`src/rtl/pipe_pkg.sv`:
```
// Shared definitions for the stage-boundary skid registers: FSM encoding and the
// default bubble payload inserted on a flush.
package pipe_pkg;

  typedef enum logic [1:0] {
    ST_EMPTY = 2'd0,
    ST_FULL  = 2'd1,
    ST_SKID  = 2'd2
  } state_e;

  // RV32I canonical NOP (addi x0, x0, 0).
  localparam logic [31:0] NOP_INSN = 32'h0000_0013;

endpackage

```
`src/rtl/skid_slot.sv`:
```
// WIDTH-wide storage register with load enable and a synchronous clear to INIT.
module skid_slot #(
  parameter int               WIDTH = 32,
  parameter logic [WIDTH-1:0] INIT  = '0
) (
  input  logic             clk,
  input  logic             clr,
  input  logic             load,
  input  logic [WIDTH-1:0] d,
  output logic [WIDTH-1:0] q
);

  // NOTE: sequential state uses non-blocking assignments so every flop samples pre-edge values.
  always_ff @(posedge clk) begin
    if (clr) begin
      q <= INIT;
    end else if (load) begin
      q <= d;
    end
  end

endmodule

```
`src/rtl/pipe_skid_reg.sv`:
```
// Pipeline stage register with valid/ready handshake, one-entry skid buffer and
// synchronous flush that leaves a bubble payload on the output.
module pipe_skid_reg
  import pipe_pkg::*;
#(
  parameter int               WIDTH      = 32,
  parameter logic [WIDTH-1:0] RESET_VAL  = '0,
  parameter logic [WIDTH-1:0] BUBBLE_VAL = WIDTH'(NOP_INSN)
) (
  input  logic             CLK,
  input  logic             RST,
  input  logic             IN_VALID,
  output logic             IN_READY,
  input  logic [WIDTH-1:0] IN_VAL,
  output logic             OUT_VALID,
  input  logic             OUT_READY,
  output logic [WIDTH-1:0] OUT_VAL,
  input  logic             FLUSH,
  output logic [1:0]       OCC
);

  state_e           state_q;
  state_e           state_d;
  logic             in_fire;
  logic             out_fire;
  logic             main_load;
  logic             main_from_skid;
  logic             skid_load;
  logic [WIDTH-1:0] main_d;
  logic [WIDTH-1:0] skid_q;

  assign in_fire  = IN_VALID & IN_READY;
  assign out_fire = OUT_VALID & OUT_READY;

  // State register.
  always_ff @(posedge CLK) begin
    if (RST) begin
      state_q <= ST_EMPTY;
    end else begin
      state_q <= state_d;
    end
  end

  // Next-state and datapath load decode.
  // NOTE: every signal driven here gets a default first, so no path infers a latch.
  always_comb begin
    state_d        = state_q;
    main_load      = 1'b0;
    main_from_skid = 1'b0;
    skid_load      = 1'b0;
    unique case (state_q)
      ST_EMPTY: begin
        if (in_fire) begin
          main_load = 1'b1;
          state_d   = ST_FULL;
        end
      end
      ST_FULL: begin
        if (in_fire && !out_fire) begin
          skid_load = 1'b1;
          state_d   = ST_SKID;
        end else if (in_fire) begin
          main_load = 1'b1;
        end else if (out_fire) begin
          state_d = ST_EMPTY;
        end
      end
      ST_SKID: begin
        if (out_fire) begin
          main_load      = 1'b1;
          main_from_skid = 1'b1;
          state_d        = ST_FULL;
        end
      end
      default: state_d = ST_EMPTY;
    endcase
    // Squash: any accepted input is dropped and the bubble overwrites main.
    if (FLUSH) begin
      state_d   = ST_EMPTY;
      main_load = 1'b1;
      skid_load = 1'b0;
    end
  end

  // Outputs depend on the state register only, so IN_READY has no path from OUT_READY.
  always_comb begin
    OUT_VALID = 1'b0;
    IN_READY  = 1'b1;
    OCC       = 2'd0;
    unique case (state_q)
      ST_EMPTY: begin
        OUT_VALID = 1'b0;
        IN_READY  = 1'b1;
        OCC       = 2'd0;
      end
      ST_FULL: begin
        OUT_VALID = 1'b1;
        IN_READY  = 1'b1;
        OCC       = 2'd1;
      end
      ST_SKID: begin
        OUT_VALID = 1'b1;
        IN_READY  = 1'b0;
        OCC       = 2'd2;
      end
      default: begin
        OUT_VALID = 1'b0;
        IN_READY  = 1'b1;
        OCC       = 2'd0;
      end
    endcase
  end

  assign main_d = FLUSH          ? BUBBLE_VAL :
                  main_from_skid ? skid_q     : IN_VAL;

  skid_slot #(
    .WIDTH (WIDTH),
    .INIT  (RESET_VAL)
  ) u_main (
    .clk  (CLK),
    .clr  (RST),
    .load (main_load),
    .d    (main_d),
    .q    (OUT_VAL)
  );

  skid_slot #(
    .WIDTH (WIDTH),
    .INIT  ('0)
  ) u_skid (
    .clk  (CLK),
    .clr  (RST),
    .load (skid_load),
    .d    (IN_VAL),
    .q    (skid_q)
  );

endmodule
```
`config.mk`:
```
export PLATFORM = sky130hd
export DESIGN_NAME = pipe_skid_reg
export DESIGN_NICKNAME = d
export VERILOG_FILES = /design/src/rtl/pipe_pkg.sv /design/src/rtl/skid_slot.sv /design/src/rtl/pipe_skid_reg.sv
export SDC_FILE = /design/constraint.sdc
export NUM_CORES = 1
export LEC_CHECK = 0
export ABC_AREA = 1
export CORE_UTILIZATION = 46
export CTS_CLUSTER_DIAMETER = 100
export DETAILED_ROUTE_END_ITERATION = 16
export MAX_ROUTING_LAYER = met4
export PLACE_DENSITY = 0.76
export SETUP_SLACK_MARGIN = 0.1
export SLEW_MARGIN = 20
export SYNTH_ARGS = -nofsm -noshare
export SYNTH_HDL_FRONTEND = slang
export SYNTH_HIERARCHICAL = 1
export SYNTH_SLANG_ARGS = --single-unit
```
`constraint.sdc`:
```
create_clock -name CLK -period 1.8 [get_ports CLK]
set_input_delay 0.27 -clock CLK [delete_from_list [all_inputs] [get_ports CLK]]
set_output_delay 0.27 -clock CLK [all_outputs]
set_load 0.05 [all_outputs]
```
# Yosys cells after proc, flatten, opt, wreduce, memory -nomap -nowiden
# Index checks and enable logic that the tools add are counted.
[classes] n_eq_ne=6 mux=20 n_bitwise=2 reduce_logical=6
[ops] op="two-way mux 32 bit" count=2
[ops] op="two-way mux 1 bit" count=10
[ops] op="two-way mux 2 bit" count=5
[ops] op="!= test 3 bit, second input constant" count=2
[ops] op="one-hot mux 2 bit (3 select lines)" count=1
[ops] op="!= test 2 bit, second input constant" count=2
[ops] op="one-hot mux 2 bit (2 select lines)" count=1
[ops] op="AND reduction 4 bit" count=1
[ops] op="OR reduction 2 bit" count=2
[ops] op="one-hot mux 1 bit (3 select lines)" count=1
[ops] op="bitwise AND 1 bit" count=2
[ops] op="equality test 2 x 1 -> 1 bit, second input constant" count=1
[ops] op="equality test 2 bit, second input constant" count=1
[ops] op="logical NOT 2 bit" count=1
[ops] op="logical AND 1 bit" count=1
[ops] op="logical NOT 1 bit" count=1
[totals] ff_bits=66 output_inout_bits=36 elab_cells=37

# Depth between registers and ports, before layout
[logic_depth] depth_word=9 ltp_mapped=11 ltp_nobuf=10

# Hierarchy
# Netlist, hierarchy kept.
[by_module_without_submodules] mod="skid_slot" n_inst=2 cells_per_inst=203 area_per_inst_um2=1338.8 seq_area_each_um2=640.6
[by_module_without_submodules] mod="pipe_skid_reg" n_inst=1 cells_per_inst=143 area_per_inst_um2=681.9 seq_area_each_um2=40.0

# Worst setup path after synthesis
# Ideal clock, no wire load.
[synth_path] path_type="flip-flop to flip-flop" start="register state_q[0]" end="register u_main.q[22]" t_arrival_ps=2018 required_time_ps=1685 setup_slack_ps=-333 stages_incl_launch_ff=12 period_less_slack_ps=2133 cell_sequence="dfxtp_1 inv_1 ha_1 nand2_1 nand3b_1 a31o_2 nand2_1 buf_6 buf_6 nand2_1 nand2_1 nor2_1"
[synth_between] elab_chain_len=9 elab_cells_between_ends=18
[synth_rtl] element="from (decl)" line="pipe_skid_reg.sv:22" text="state_e state_q;"
[synth_rtl] element="from (signal assigned)" line="pipe_skid_reg.sv:40" text="state_q <= state_d;"
[synth_rtl] element="equality test 2 bit / equality test 2 x 1 -> 1 bit (equally long branches)" line="pipe_skid_reg.sv:90" text="unique case (state_q)"
[synth_rtl] element="OR reduction 2 bit (no line) (*)"
[synth_rtl] element="two-way mux 1 bit (*)" line="pipe_skid_reg.sv:90"
[synth_rtl] element="net OUT_VALID" line="pipe_skid_reg.sv:15" text="output logic OUT_VALID,"
[synth_rtl] element="bitwise AND 1 bit (*)" line="pipe_skid_reg.sv:33" text="assign out_fire = OUT_VALID & OUT_READY;"
[synth_rtl] element="logical NOT 1 bit" line="pipe_skid_reg.sv:59" text="if (in_fire && !out_fire) begin"
[synth_rtl] element="logical AND 1 bit" line="pipe_skid_reg.sv:59"
[synth_rtl] element="two-way mux 1 bit" line="pipe_skid_reg.sv:59"
[synth_rtl] element="one-hot mux 1 bit (3 select lines) (*)" line="pipe_skid_reg.sv:51" text="unique case (state_q)"
[synth_rtl] element="two-way mux 1 bit (*)" line="pipe_skid_reg.sv:78" text="if (FLUSH) begin"
[synth_rtl] element="net main_load" line="pipe_skid_reg.sv:26" text="logic main_load;"
[synth_rtl] element="to (signal assigned)" line="skid_slot.sv:16" text="q <= INIT;"
[synth_rtl] element="to (signal assigned)" line="skid_slot.sv:18" text="q <= d;"
[synth_rtl] element="to (decl)" line="skid_slot.sv:10" text="output logic [WIDTH-1:0] q"
# Mark *: on every way through the listed nets, which the timed path passes. The rest lies on a longest branch.
# A chain may end at the register's enable or synchronous reset.

# Worst setup path after layout
[layout_path] start="register state_q[1]" end="register u_main.q[26]"
[layout_between] elab_chain_len=9 elab_cells_between_ends=18
[layout_rtl] element="equality test 2 bit / equality test 2 x 1 -> 1 bit (equally long branches)" line="pipe_skid_reg.sv:51, pipe_skid_reg.sv:90"
[layout_rtl] element="OR reduction 2 bit (no line)"
[layout_rtl] element="two-way mux 1 bit" line="pipe_skid_reg.sv:90"
[layout_rtl] element="bitwise AND 1 bit" line="pipe_skid_reg.sv:33"
[layout_rtl] element="logical NOT 1 bit" line="pipe_skid_reg.sv:59"
[layout_rtl] element="logical AND 1 bit" line="pipe_skid_reg.sv:59"
[layout_rtl] element="two-way mux 1 bit" line="pipe_skid_reg.sv:59"
[layout_rtl] element="one-hot mux 1 bit (3 select lines) (*)" line="pipe_skid_reg.sv:51"
[layout_rtl] element="two-way mux 1 bit (*)" line="pipe_skid_reg.sv:78"
[layout_rtl] element="net main_load" line="pipe_skid_reg.sv:26"
# Marks and branches as above.

==> run metrics <==
outcome=finished clean; slowest cell on the critical path=dfxtp_4; final core utilization=71.7%; GRT Residual Overflow=0; most common cell after layout, fill and taps aside=nor2_1; reported max-cap violation count=0; Max Freq=557 MHz; DRC=0; worst slew pin tran=534 ps; Worst setup EP type=flip-flop; Tcrit/Tclk final=99.8%; RSZ-0062 raised after global routing=yes; Final nets=684; pre-CTS WS=-51.0 ps; clock root cell=clkbuf_8; GPL Wtd Cong=0.810; I/O Buffers=72; CTS Hold Bufs=0; post-route cell area=0.00495 sq mm; Rows=30; crit path cell chain=inv_4 -> ha_4 -> nand2_2 -> nand3b_1 -> a31o_4 -> nand2_8 -> buf_12 -> clkbuf_16 -> nor2_2 -> nor2_1; vias per inst=4.63; initial DRC count=246; Avg Cell Area, Syn=6.12 sq um; core region area=0.00691 sq mm; Yosys Warn Count=6; commonest cells after routing, fill and taps aside=nor2_1, nand2_1, inv_1, dfxtp_1, clkdlybuf4s50_1; Max Root-Sink Buffers=2; Skew-Pair Late Insertion Delay=340 ps; Clock Sinks=66; routed len/inst=12.3 microns; Req. time, crit path=2080 ps; Clock Skews=6.82 ps; htree depth=3; hold violation total from the final report=0; Max stage delay on crit path=370 ps; DR pass1 iterations=5; synthesized area=0.00336 sq mm; critical path class=flip-flop to flip-flop; Max IR drop VDD=425 uV; WL final=9120 microns; Final min period=1800 ps; Starting Density=48.6%; die area=0.00765 sq mm; Syn Nets=591; final-layout fill cell count=603; cts bufs inserted=9; HPWL after DPL=4960 microns; startpoint types=flip-flop; die height=87.5 microns; largest family of logic cells by synthesized area=simple AND/OR/NAND/NOR gates; Power per Cell Area=782 mW/mm^2; global-route wire length before repair=13400 microns; max-slew violation count=0; reg-to-reg setup timing slack=4 ps; Final TNS setup=0 ps; Routed Antenna Nets=0; Final Setup Violations=0; CTS tree=built; clock slew at reported path FFs=70 ps; setup ws final=3.83 ps; total chip power=3.87 mW; Worst Hold Class=flip-flop to flip-flop; largest net degree at the start of global routing=33; post-synthesis compound-gate area fraction=4.88%; Rel. slew slack=64.5%; Gate Count Post-Synth=549; Simple-Gate Fraction of Synth Area=38.7%; GRT Total Usage=23.5%; crit-path max FO=7; Antenna Cells=0; Seq cells post-synth=66; Ports=73; area grow syn2layout=47.4%; register area share after synthesis=39.3%; WP data arrival=2080 ps; Netlist cell types=17; XOR/XNOR share of the synthesized area=0%; detailed-route via count=3435; vias in the first global route=3082; mux cell area share after synthesis=0%; placed standard-cell area=0.00424 sq mm; adder-cell area share of the yosys netlist=1.86%; initial antenna violation count=0; Leak=2.49 nW; share of cells above drive strength 1=15.3%; Die W=87.5 microns
[cell type report]
type                    instances  area (sq um)  area share, %
multi-input cells             379          1690           34.2
flip-flops and latches         66          1330           26.8
repair buffers                111          1300           26.3
inverters                      75           289           5.84
clock buffers                  10           138           2.78
well taps                      96           120           2.43
clock inverters                 5          78.8           1.59
[flip-flops by register name, indices dropped and copies added, names as in the netlist]
signal,flops
u_skid/q,32
state_q,2
u_main/q,32
[cell families (layout without fill, tap and decap cells)]
family          count (synthesis)  in the layout
compound gates                 32             32
buf+inv                       104            201
fa+ha+maj                       5              5
simple gates                  342            342
flops                          66             66
[repair_timing]
action | 4_1_cts | 5_1_grt
cloned | 3 | 8
endpoints found under the setup margin | 94 | 64
endpoints found under the hold margin | 0 | 0
gates resized for setup | 38 | 41
pin swaps | 1 | 31
buffers inserted | 7 | 3
[Yosys cell counts (all sizes together)]
cell type / count / share of area, %
clkbuf: 5 / 0.56
nand3b: 1 / 0.22
nor2: 191 / 21
a31o: 1 / 0.26
buf: 24 / 6.3
a21oi: 2 / 0.30
nand3: 5 / 0.89
ha: 5 / 1.9
o21ai: 29 / 4.3
nand2: 144 / 16
dfxtp: 66 / 39
or2: 1 / 0.19
inv: 75 / 8.4
[report_power, final]
group          internal, mW  switching, mW  leakage (nW)  total, mW
Sequential             1.54         0.0411         0.542       1.58
Clock                 0.808          0.582         0.112       1.39
Combinational         0.364          0.538          1.84      0.902
Total                  2.71           1.16          2.49       3.87
[path summary, 6_finish.rpt]
kind,start,to,cells after the start
hold / removal,u_main/q[22]$_SDFFE_PP0P_,u_main/q[22]$_SDFFE_PP0P_,2
setup / recovery,state_q[1]$_SDFFE_PP0P_,u_main/q[26]$_SDFFE_PP0P_,10
hold reg to reg,u_main/q[22]$_SDFFE_PP0P_,u_main/q[22]$_SDFFE_PP0P_,2
setup reg to reg,state_q[1]$_SDFFE_PP0P_,u_main/q[26]$_SDFFE_PP0P_,10
[per-stage QoR]
| step | std cells | hold slack (ps) |
|---|---|---|
| after floorplan | 549 | 407 |
| final | 742 | 459 |
| after global placement | 706 | 452 |
| after global routing | 742 | 483 |
| after CTS | 731 | 468 |
| after detailed placement | 706 | 459 |
[per-layer routing]
layer | routed length, microns | share of wire (%) | global-route usage, % | vias to the layer above
li1 | - | - | - | 1787
met1 | 4020 | 44 | 28.0 | 1546
met2 | 4460 | 49 | 38.8 | 90
met3 | 548 | 6.0 | 5.31 | 12
met4 | 99 | 1.1 | 8.35 | 0
met5 | 0 | 0 | - | -
[critical path: cells and delay by family (launching register included)]
| family | cells | cell delay [ps] |
|---|---|---|
| flops | 1 | 370 |
| buf+inv | 3 | 320 |
| simple gates | 5 | 480 |
| compound gates | 1 | 290 |
| fa+ha+maj | 1 | 270 |
Power figures use the tool's default switching activity.
